--- config.mk ---
export PLATFORM = sky130hd
export DESIGN_NAME = mdio_read_seq_flat
export DESIGN_NICKNAME = d
export VERILOG_FILES = /design/src/rtl/mdio_read_seq_if.sv /design/src/rtl/mdio_read_seq.sv /design/src/flat_wrapper.sv
export SDC_FILE = /design/constraint.sdc
export NUM_CORES = 1
export LEC_CHECK = 0
export ABC_AREA = 1
export CORE_MARGIN = 2
export CORE_UTILIZATION = 25
export CTS_BUF_LIST = sky130_fd_sc_hd__clkbuf_8 sky130_fd_sc_hd__clkbuf_16
export DETAILED_ROUTE_END_ITERATION = 8
export PLACE_DENSITY = 0.49
export SLEW_MARGIN = 20
export SYNTH_ARGS = -nofsm -noshare
export SYNTH_HDL_FRONTEND = slang
export SYNTH_SLANG_ARGS = --single-unit
--- constraint.sdc ---
create_clock -name clk -period 3.8 [get_ports clk]
set_clock_uncertainty 0.1 [all_clocks]
set_input_delay 0.38 -clock clk [delete_from_list [all_inputs] [get_ports clk]]
set_output_delay 0.38 -clock clk [all_outputs]
set_load 0.02 [all_outputs]
--- src/rtl/mdio_read_seq_if.sv ---
// mdio_read_seq_if: register-file and MDIO capture-memory signals of the read sequencer.
// master is the sequencer view, slave the register-file/downstream view.
interface mdio_read_seq_if;
    logic        mdio_read_en;
    logic        rf_96path_en;
    logic        rf_rd_req;
    logic        rf_auto_inc_en;
    logic        rf_ptr_load;
    logic [6:0]  rf_start_sel;
    logic [14:0] rf_start_addr;
    logic [8:0]  rf_mdio_pkt_data;
    logic        rf_mdio_read_pulse;
    logic [6:0]  rf_mdio_data_sel;
    logic [14:0] rf_mdio_memory_addr;
    logic [8:0]  rf_rd_data;
    logic        rf_rd_valid;
    logic        rf_busy;
    logic        rf_seq_end;
    logic        rf_req_drop;

    modport master (
        input  mdio_read_en, rf_96path_en, rf_rd_req, rf_auto_inc_en, rf_ptr_load,
               rf_start_sel, rf_start_addr, rf_mdio_pkt_data,
        output rf_mdio_read_pulse, rf_mdio_data_sel, rf_mdio_memory_addr, rf_rd_data,
               rf_rd_valid, rf_busy, rf_seq_end, rf_req_drop
    );

    modport slave (
        output mdio_read_en, rf_96path_en, rf_rd_req, rf_auto_inc_en, rf_ptr_load,
               rf_start_sel, rf_start_addr, rf_mdio_pkt_data,
        input  rf_mdio_read_pulse, rf_mdio_data_sel, rf_mdio_memory_addr, rf_rd_data,
               rf_rd_valid, rf_busy, rf_seq_end, rf_req_drop
    );
endinterface

--- src/rtl/mdio_read_seq.sv ---
// mdio_read_seq: turns host read requests into read pulses, waits RD_LAT cycles,
// latches the returned data and auto-advances the sel/addr pointer.
module mdio_read_seq #(
    parameter int RD_LAT = 2
) (
    input logic clk,
    input logic rstn,
    mdio_read_seq_if.master bus
);
    typedef enum logic [1:0] {IDLE, STRIKE, WAIT, CAPTURE} state_t;

    state_t      state, state_n;
    logic [2:0]  cnt, cnt_n;
    logic [6:0]  sel, sel_n;
    logic [14:0] addr, addr_n;
    logic [8:0]  data, data_n;
    logic        valid, valid_n;
    logic        seq_end, seq_end_n;
    logic        drop, drop_n;
    logic [6:0]  last;
    logic        at_end;

    assign last   = bus.rf_96path_en ? 7'd95 : 7'd47;
    // a start sel beyond LAST also counts as the end of the sequence
    assign at_end = (sel > last) || (sel == last && &addr);

    always_comb begin
        state_n   = state;
        cnt_n     = cnt;
        sel_n     = sel;
        addr_n    = addr;
        valid_n   = 1'b0;
        seq_end_n = seq_end;
        data_n    = bus.mdio_read_en ? data : 9'd0;
        drop_n    = drop | (bus.rf_rd_req & ~bus.rf_ptr_load &
                            ((state != IDLE) | seq_end | ~bus.mdio_read_en));
        if (bus.rf_ptr_load || !bus.mdio_read_en)
            state_n = IDLE;
        else
            case (state)
                IDLE:   state_n = (bus.rf_rd_req && !seq_end) ? STRIKE : IDLE;
                STRIKE: begin
                    state_n = WAIT;
                    cnt_n   = 3'(RD_LAT - 1);
                end
                WAIT:   begin
                    cnt_n   = cnt - 3'd1;
                    state_n = (cnt <= 3'd1) ? CAPTURE : WAIT;
                end
                default: begin
                    state_n   = IDLE;
                    data_n    = bus.rf_mdio_pkt_data;
                    valid_n   = 1'b1;
                    seq_end_n = seq_end | at_end;
                    if (bus.rf_auto_inc_en && !at_end)
                        {sel_n, addr_n} = {sel, addr} + 22'd1;
                end
            endcase
        if (bus.rf_ptr_load) begin
            sel_n     = bus.rf_start_sel;
            addr_n    = bus.rf_start_addr;
            seq_end_n = 1'b0;
            drop_n    = 1'b0;
        end
    end

    always_ff @(posedge clk or negedge rstn) begin
        if (!rstn) begin
            state   <= IDLE;
            cnt     <= 3'd0;
            sel     <= 7'd0;
            addr    <= 15'd0;
            data    <= 9'd0;
            valid   <= 1'b0;
            seq_end <= 1'b0;
            drop    <= 1'b0;
        end else begin
            state   <= state_n;
            cnt     <= cnt_n;
            sel     <= sel_n;
            addr    <= addr_n;
            data    <= data_n;
            valid   <= valid_n;
            seq_end <= seq_end_n;
            drop    <= drop_n;
        end
    end

    assign bus.rf_mdio_read_pulse  = (state == STRIKE);
    assign bus.rf_busy             = (state != IDLE);
    assign bus.rf_mdio_data_sel    = sel;
    assign bus.rf_mdio_memory_addr = addr;
    assign bus.rf_rd_data          = data;
    assign bus.rf_rd_valid         = valid;
    assign bus.rf_seq_end          = seq_end;
    assign bus.rf_req_drop         = drop;
endmodule
--- src/flat_wrapper.sv ---
// flat-port wrapper written by rule: the top's interface ports become plain ports
module mdio_read_seq_flat 
#(
    parameter int RD_LAT = 2
)
  (clk, rstn, bus_mdio_read_en, bus_rf_96path_en, bus_rf_rd_req, bus_rf_auto_inc_en, bus_rf_ptr_load, bus_rf_start_sel, bus_rf_start_addr, bus_rf_mdio_pkt_data, bus_rf_mdio_read_pulse, bus_rf_mdio_data_sel, bus_rf_mdio_memory_addr, bus_rf_rd_data, bus_rf_rd_valid, bus_rf_busy, bus_rf_seq_end, bus_rf_req_drop);
  mdio_read_seq_if bus_i ();
  input logic clk;
  input logic rstn;
  input wire logic [$bits(bus_i.mdio_read_en)-1:0] bus_mdio_read_en;
  input wire logic [$bits(bus_i.rf_96path_en)-1:0] bus_rf_96path_en;
  input wire logic [$bits(bus_i.rf_rd_req)-1:0] bus_rf_rd_req;
  input wire logic [$bits(bus_i.rf_auto_inc_en)-1:0] bus_rf_auto_inc_en;
  input wire logic [$bits(bus_i.rf_ptr_load)-1:0] bus_rf_ptr_load;
  input wire logic [$bits(bus_i.rf_start_sel)-1:0] bus_rf_start_sel;
  input wire logic [$bits(bus_i.rf_start_addr)-1:0] bus_rf_start_addr;
  input wire logic [$bits(bus_i.rf_mdio_pkt_data)-1:0] bus_rf_mdio_pkt_data;
  output wire logic [$bits(bus_i.rf_mdio_read_pulse)-1:0] bus_rf_mdio_read_pulse;
  output wire logic [$bits(bus_i.rf_mdio_data_sel)-1:0] bus_rf_mdio_data_sel;
  output wire logic [$bits(bus_i.rf_mdio_memory_addr)-1:0] bus_rf_mdio_memory_addr;
  output wire logic [$bits(bus_i.rf_rd_data)-1:0] bus_rf_rd_data;
  output wire logic [$bits(bus_i.rf_rd_valid)-1:0] bus_rf_rd_valid;
  output wire logic [$bits(bus_i.rf_busy)-1:0] bus_rf_busy;
  output wire logic [$bits(bus_i.rf_seq_end)-1:0] bus_rf_seq_end;
  output wire logic [$bits(bus_i.rf_req_drop)-1:0] bus_rf_req_drop;
  assign bus_i.mdio_read_en = bus_mdio_read_en;
  assign bus_i.rf_96path_en = bus_rf_96path_en;
  assign bus_i.rf_rd_req = bus_rf_rd_req;
  assign bus_i.rf_auto_inc_en = bus_rf_auto_inc_en;
  assign bus_i.rf_ptr_load = bus_rf_ptr_load;
  assign bus_i.rf_start_sel = bus_rf_start_sel;
  assign bus_i.rf_start_addr = bus_rf_start_addr;
  assign bus_i.rf_mdio_pkt_data = bus_rf_mdio_pkt_data;
  assign bus_rf_mdio_read_pulse = bus_i.rf_mdio_read_pulse;
  assign bus_rf_mdio_data_sel = bus_i.rf_mdio_data_sel;
  assign bus_rf_mdio_memory_addr = bus_i.rf_mdio_memory_addr;
  assign bus_rf_rd_data = bus_i.rf_rd_data;
  assign bus_rf_rd_valid = bus_i.rf_rd_valid;
  assign bus_rf_busy = bus_i.rf_busy;
  assign bus_rf_seq_end = bus_i.rf_seq_end;
  assign bus_rf_req_drop = bus_i.rf_req_drop;
  mdio_read_seq #(.RD_LAT(RD_LAT)) u_core (.clk(clk), .rstn(rstn), .bus(bus_i));
endmodule
Yosys cells after proc, flatten, opt, wreduce, memory -nomap -nowiden
Cells that the tools add are included.

Output and inout port bits: 36. Input bits: 38. Register bits after elaboration: 39.

Muxes and demuxes: 23. Add/subtract/negate cells: 2. Magnitude comparators: 2. Bitwise logic cells: 9. Reduce and logical (&&, ||, !) cells: 17. Equal/unequal tests: 5.

Operators with widths (count): $mux W15 (4); $mux W7 (5); $mux W9 (3); $add A22 B1 Y22 const B (1); $reduce_and A15 Y1 (1); $mux W1 (8); $eq A7 B7 Y1 (1); $gt A7 B7 Y1 (1); $pmux W2 S3 (1); $pmux W3 S2 (1); $reduce_bool A2 Y1 (3); $or A1 B1 Y1 (4); $reduce_and A2 Y1 (2); $le A3 B1 Y1 const B (1); $logic_and A1 B1 Y1 (3); $logic_not A1 Y1 (3); $not A1 Y1 (3); $reduce_and A3 Y1 (1); $reduce_or A3 Y1 (1); $sub A3 B1 Y3 const B (1); $and A1 B1 Y1 (2); $eq A2 B1 Y1 const B (1); $eq A2 B2 Y1 const B (1); $logic_not A2 Y1 (1); 4 further kinds (5).

Logic depth before layout (Yosys ltp)
Depth in word-level cells: 10. Gate-level depth with buffers: 12. Mapped depth without buffers: 11.

Worst setup path after synthesis
OpenSTA, ideal clock, no wires.

Path type: register to register. Start point: register u_core.addr[0] (netlist: u_core.bus.rf_mdio_memory_addr[0]). End point: register u_core.addr[14] (netlist: u_core.bus.rf_mdio_memory_addr[14]). Slack: 1.925 ns. Clock period less this slack: 1.875 ns. Arrival time: 1.657 ns. Cell stages (with the launch flop): 12. Data required time: 3.583 ns. Cells stage by stage: dfrtp_1 ha_1 nand2_2 nor2_4 nand2_4 nor2_4 nand2_2 nand3_4 nand2_4 buf_4 nand2_1 nand2_1.

Cells in the longest elaborated chain, start to end: 7. Elaborated cells on any way between the ends: 12. Classes of those cells: add/sub: 1; mux: 4; reduce/logical: 7.

RTL lines: from (decl) (RTL line mdio_read_seq.sv:15) `logic [14:0] addr, addr_n;`; from (signal assigned) (RTL line mdio_read_seq.sv:81) `addr <= addr_n;`; parallel branches: the longest is 7 deep, another holds $add A22 B1 Y22.

Several ways; the timed one is not identified. The select of a mux whose other input is x is not followed. A chain may end at the register's enable or synchronous reset.

Worst setup path after layout
Start point: input bus_rf_96path_en. End point: register u_core.addr[13] (netlist: u_core.bus.rf_mdio_memory_addr[13]).

Cells in the longest elaborated chain, start to end: 8. Elaborated cells on any way between the ends: 9. Classes of those cells: order compare: 1; eq/ne: 1; mux: 1; reduce/logical: 6.

RTL lines: from (decl) (RTL line flat_wrapper.sv:11) `input wire logic [$bits(bus_i.rf_96path_en)-1:0] bus_rf_96path_en;`; $mux W7 (*) (RTL line mdio_read_seq.sv:23) `assign last = bus.rf_96path_en ? 7'd95 : 7'd47;`; parallel branches: the longest is 2 deep, another holds $gt A7 B7 Y1; $logic_or A1 B1 Y1 (*) (RTL line mdio_read_seq.sv:25) `assign at_end = (sel > last) || (sel == last && &addr);`; $logic_not A1 Y1 (*) (RTL line mdio_read_seq.sv:55) `if (bus.rf_auto_inc_en && !at_end)`; $logic_and A1 B1 Y1 (*) (RTL line mdio_read_seq.sv:55); $reduce_bool A2 Y1 (no line) (*); $reduce_and A3 Y1 (no line) (*).

Every way passes the cells marked *.

==> impl_metrics.py <==
metrics = {
    "floorplan": {
        "ios": 74,
        "fp-row-count": 36,
        "die_x_um": 105,
        "start_util_pct": 25.9,
        "core-area_um2": 9820,
        "dieArea_um2": 11000,
        "fp.dieH_um": 105,
    },
    "timing": {
        "drv_slew": 0,
        "hold_viol_final": 0,
        "hold_ws_ps": 113,
        "setup_viol": 0,
        "setup_slack_ps": 1580,
        "maxSlewHeadroom_pct": 38.7,
        "fin_crit_ps": 2220,
        "fin_tns_setup_ps": 0,
        "fin_crit_sh_pct": 58.4,
        "fmax_ghz": 0.451,
        "tightestPinTransition_ps": 920,
        "rsz0062_at_grt": "false",
    },
    "synthesis": {
        "yosysSeqAreaShare_pct": 38.4,
        "synth_cell_types": 27,
        "ys_seq_elements": 39,
        "syn_inst": 373,
        "ys_warn_count": 0,
        "synthesis.nets": 421,
        "synth_area_um2": 2540,
        "synth.avg_cell_area_um2": 6.82,
    },
    "clock_tree": {
        "cts_setup_buffers": 0,
        "cts_made_buffers": 5,
        "cts_tree": "built",
        "clk_latency_ps": 290,
        "clk_pin_slew_ps": 80,
        "cts_hold_buf": 0,
        "cts_htree_levels": 2,
        "cts_buffer_depth": 2,
        "clockRootBuffer": "clkbuf_8",
        "cts_resized": 0,
        "clock_sinks": 39,
    },
    "worst_setup_path": {
        "crit_type": "input pin to register",
        "critPathLaunch": "bus_rf_96path_en",
        "worstPathRequired_ps": 3880,
        "worstPathArrival_ps": 2300,
        "cpPeakStageDelay_ps": 480,
        "startpoint_type": "input pin",
        "r2r-start": "u_core.bus.rf_mdio_memory_addr[0]",
        "path_cells": "clkdlybuf4s50_1 > inv_1 > ha_1 > nand2_1 > nand3b_1 > nand2_1 > nand3_4 > nand2_4 > inv_2 > nand2_1 > nand2_1",
        "end_kind": "register",
        "path_common_cell": "nand2_1",
        "cpLargestDelayFamily": "simple AND/OR/NAND/NOR gates",
        "crit_fanout": 27,
        "worst-path-buf-inv": 3,
        "slowest_stage": "clkdlybuf4s50_1",
    },
    "routing": {
        "route.vias.total": 2581,
        "drcViolationCount": 0,
        "wire_per_inst_um": 12.7,
        "drtPass1Iterations": 4,
        "viasPerCell": 4.47,
        "wl_mm": 7.34,
        "drt_first_iter_violations": 82,
        "ant_nets": 0,
    },
    "grt": {
        "grt_overflow": 0,
        "grtUsageTotal_pct": 14.3,
        "antenna_found_initial": 0,
        "grt_max_degree": 40,
        "grt_pass1_vias": 2708,
        "grt_pass1_wl_mm": 12.9,
    },
    "layout": {
        "fillers": 1110,
        "fin_nets": 493,
        "final_util_pct": 35.5,
        "layout_common_cells": "161 x nand2_1, 72 x clkdlybuf4s50_1, 39 x dfrtp_1",
        "syn_to_final_growth_pct": 37.1,
        "diodes": 0,
        "drive_gt1_share_pct": 5.17,
        "layout_commonest_cell": "nand2_1",
    },
    "power_and_ir_drop": {
        "clkPwrFrac_pct": 26.2,
        "total_power_uw": 1110,
        "net-switching-power_uw": 366,
        "p_per_area_nw_per_um2": 318,
        "vdd_drop_max_mv": 0.124,
        "comb_power_share_pct": 27.7,
        "netSwitchingFraction_pct": 33.0,
        "pwr-share-seq_pct": 46.1,
        "internal_power_uw": 743,
        "p_leak_uw": 0.00157,
    },
    "job": {
        "drv_cap": 0,
    },
    "placement": {
        "gp_congestion": 0.822,
        "dpl_worst_slack_ps": 1260,
        "port_buffers": 73,
        "dp_hpwl_mm": 5.44,
    },
    "min_path": {
        "min_path_type": "input pin to async pin",
    },
    "status": {
        "status": "complete, no violations",
    },
}
## per-stage QoR
| stage | instances | area (um^2) |
|---|---|---|
| finish | 578 | 3480 |
| floorplan | 373 | 2540 |
| global route | 578 | 3480 |
| global placement | 571 | 3400 |
| CTS | 578 | 3480 |
| detailed placement | 571 | 3400 |
## worst paths after layout
kind | to | slack [ps] | depth (start not counted)
min | u_core.bus.rf_mdio_memory_addr[8] | 110 | 1
min reg2reg | u_core.bus.rf_req_drop | 430 | 2
max in group asynchronous | u_core.bus.rf_rd_data[3] | 2900 | 1
min in group clk | u_core.bus.rf_req_drop | 430 | 2
max | u_core.bus.rf_mdio_memory_addr[13] | 1580 | 11
max reg2reg | u_core.bus.rf_mdio_data_sel[0] | 1640 | 11
## power groups by stage
stage	registers, uW	logic (uW)	clock network (uW)
2_1_floorplan	540	140	0
3_3_place_gp	519	307	0
3_5_place_dp	520	311	0
4_1_cts	511	313	308
5_1_grt	520	347	323
6_report	510	308	290
## state kept, by name, indices dropped and copies added, names as in the netlist
| signal | cells |
|---|---|
| u_core.bus.rf_mdio_memory_addr | 15 |
| u_core.state | 2 |
| u_core.bus.rf_seq_end | 1 |
| u_core.bus.rf_rd_data | 9 |
| u_core.bus.rf_mdio_data_sel | 7 |
| u_core.bus.rf_req_drop | 1 |
| u_core.cnt | 3 |
| u_core.bus.rf_rd_valid | 1 |
## metal layers
layer  up-vias  wire length, um  share of wire, %  track usage [%]
met4         0              106               1.4             3.81
met5         -                0                 0                0
li1       1318                -                 -                -
met2        65             3450                47             24.8
met3         9              433               5.9             3.62
met1      1189             3350                46             17.6
## cell type report
type	instances	area, um^2	area share (%)
Sequential cell	39	976	28.0
Clock inverter	1	5.00	0.144
Tap cell	133	166	4.78
Multi-Input combinational cell	290	1380	39.7
Timing Repair Buffer	76	748	21.5
Inverter	33	124	3.55
Clock buffer	6	82.6	2.37
## synthesized netlist by cell type
cell      count  area (um^2)
o22ai_1       1         6.26
nor2_4        3         33.8
nand3_1      21          105
buf_4         1         7.51
nand3b_1      6         45.0
xnor2_1       2         17.5
o21ai_1       7         35.0
nor2_1       33          124
o21bai_1      1         7.51
clkbuf_1      8         30.0
a21oi_1       5         25.0
nand2_4       2         22.5
o21ai_0      21          105
inv_1        31          116
o31a_1        1         8.76
inv_2         2         7.51
nand2_2       3         18.8
nor3_1        1         5.00
ha_1         10          125
a31oi_1       3         18.8
xor2_1        3         26.3
dfrtp_1      39          976
nand4_1       4         25.0
nand3_4       1         17.5
buf_6         2         22.5
nor2_2        1         6.26
nand2_1     161          604
## cell families (layout without fill, tap and decap cells)
kind of cell             after synthesis  in the layout  synth area share, %
AO/OA/AOI/OAI                         39             39                 8.12
XOR/XNOR                               5              5                 1.72
adder cells (fa/ha/maj)               10             10                 4.92
buffers and inverters                 44            116                 7.23
flip-flops                            39             39                 38.4
AND/OR/NAND/NOR                      236            236                 39.6
No activity file was read; power rests on OpenSTA's default activity.
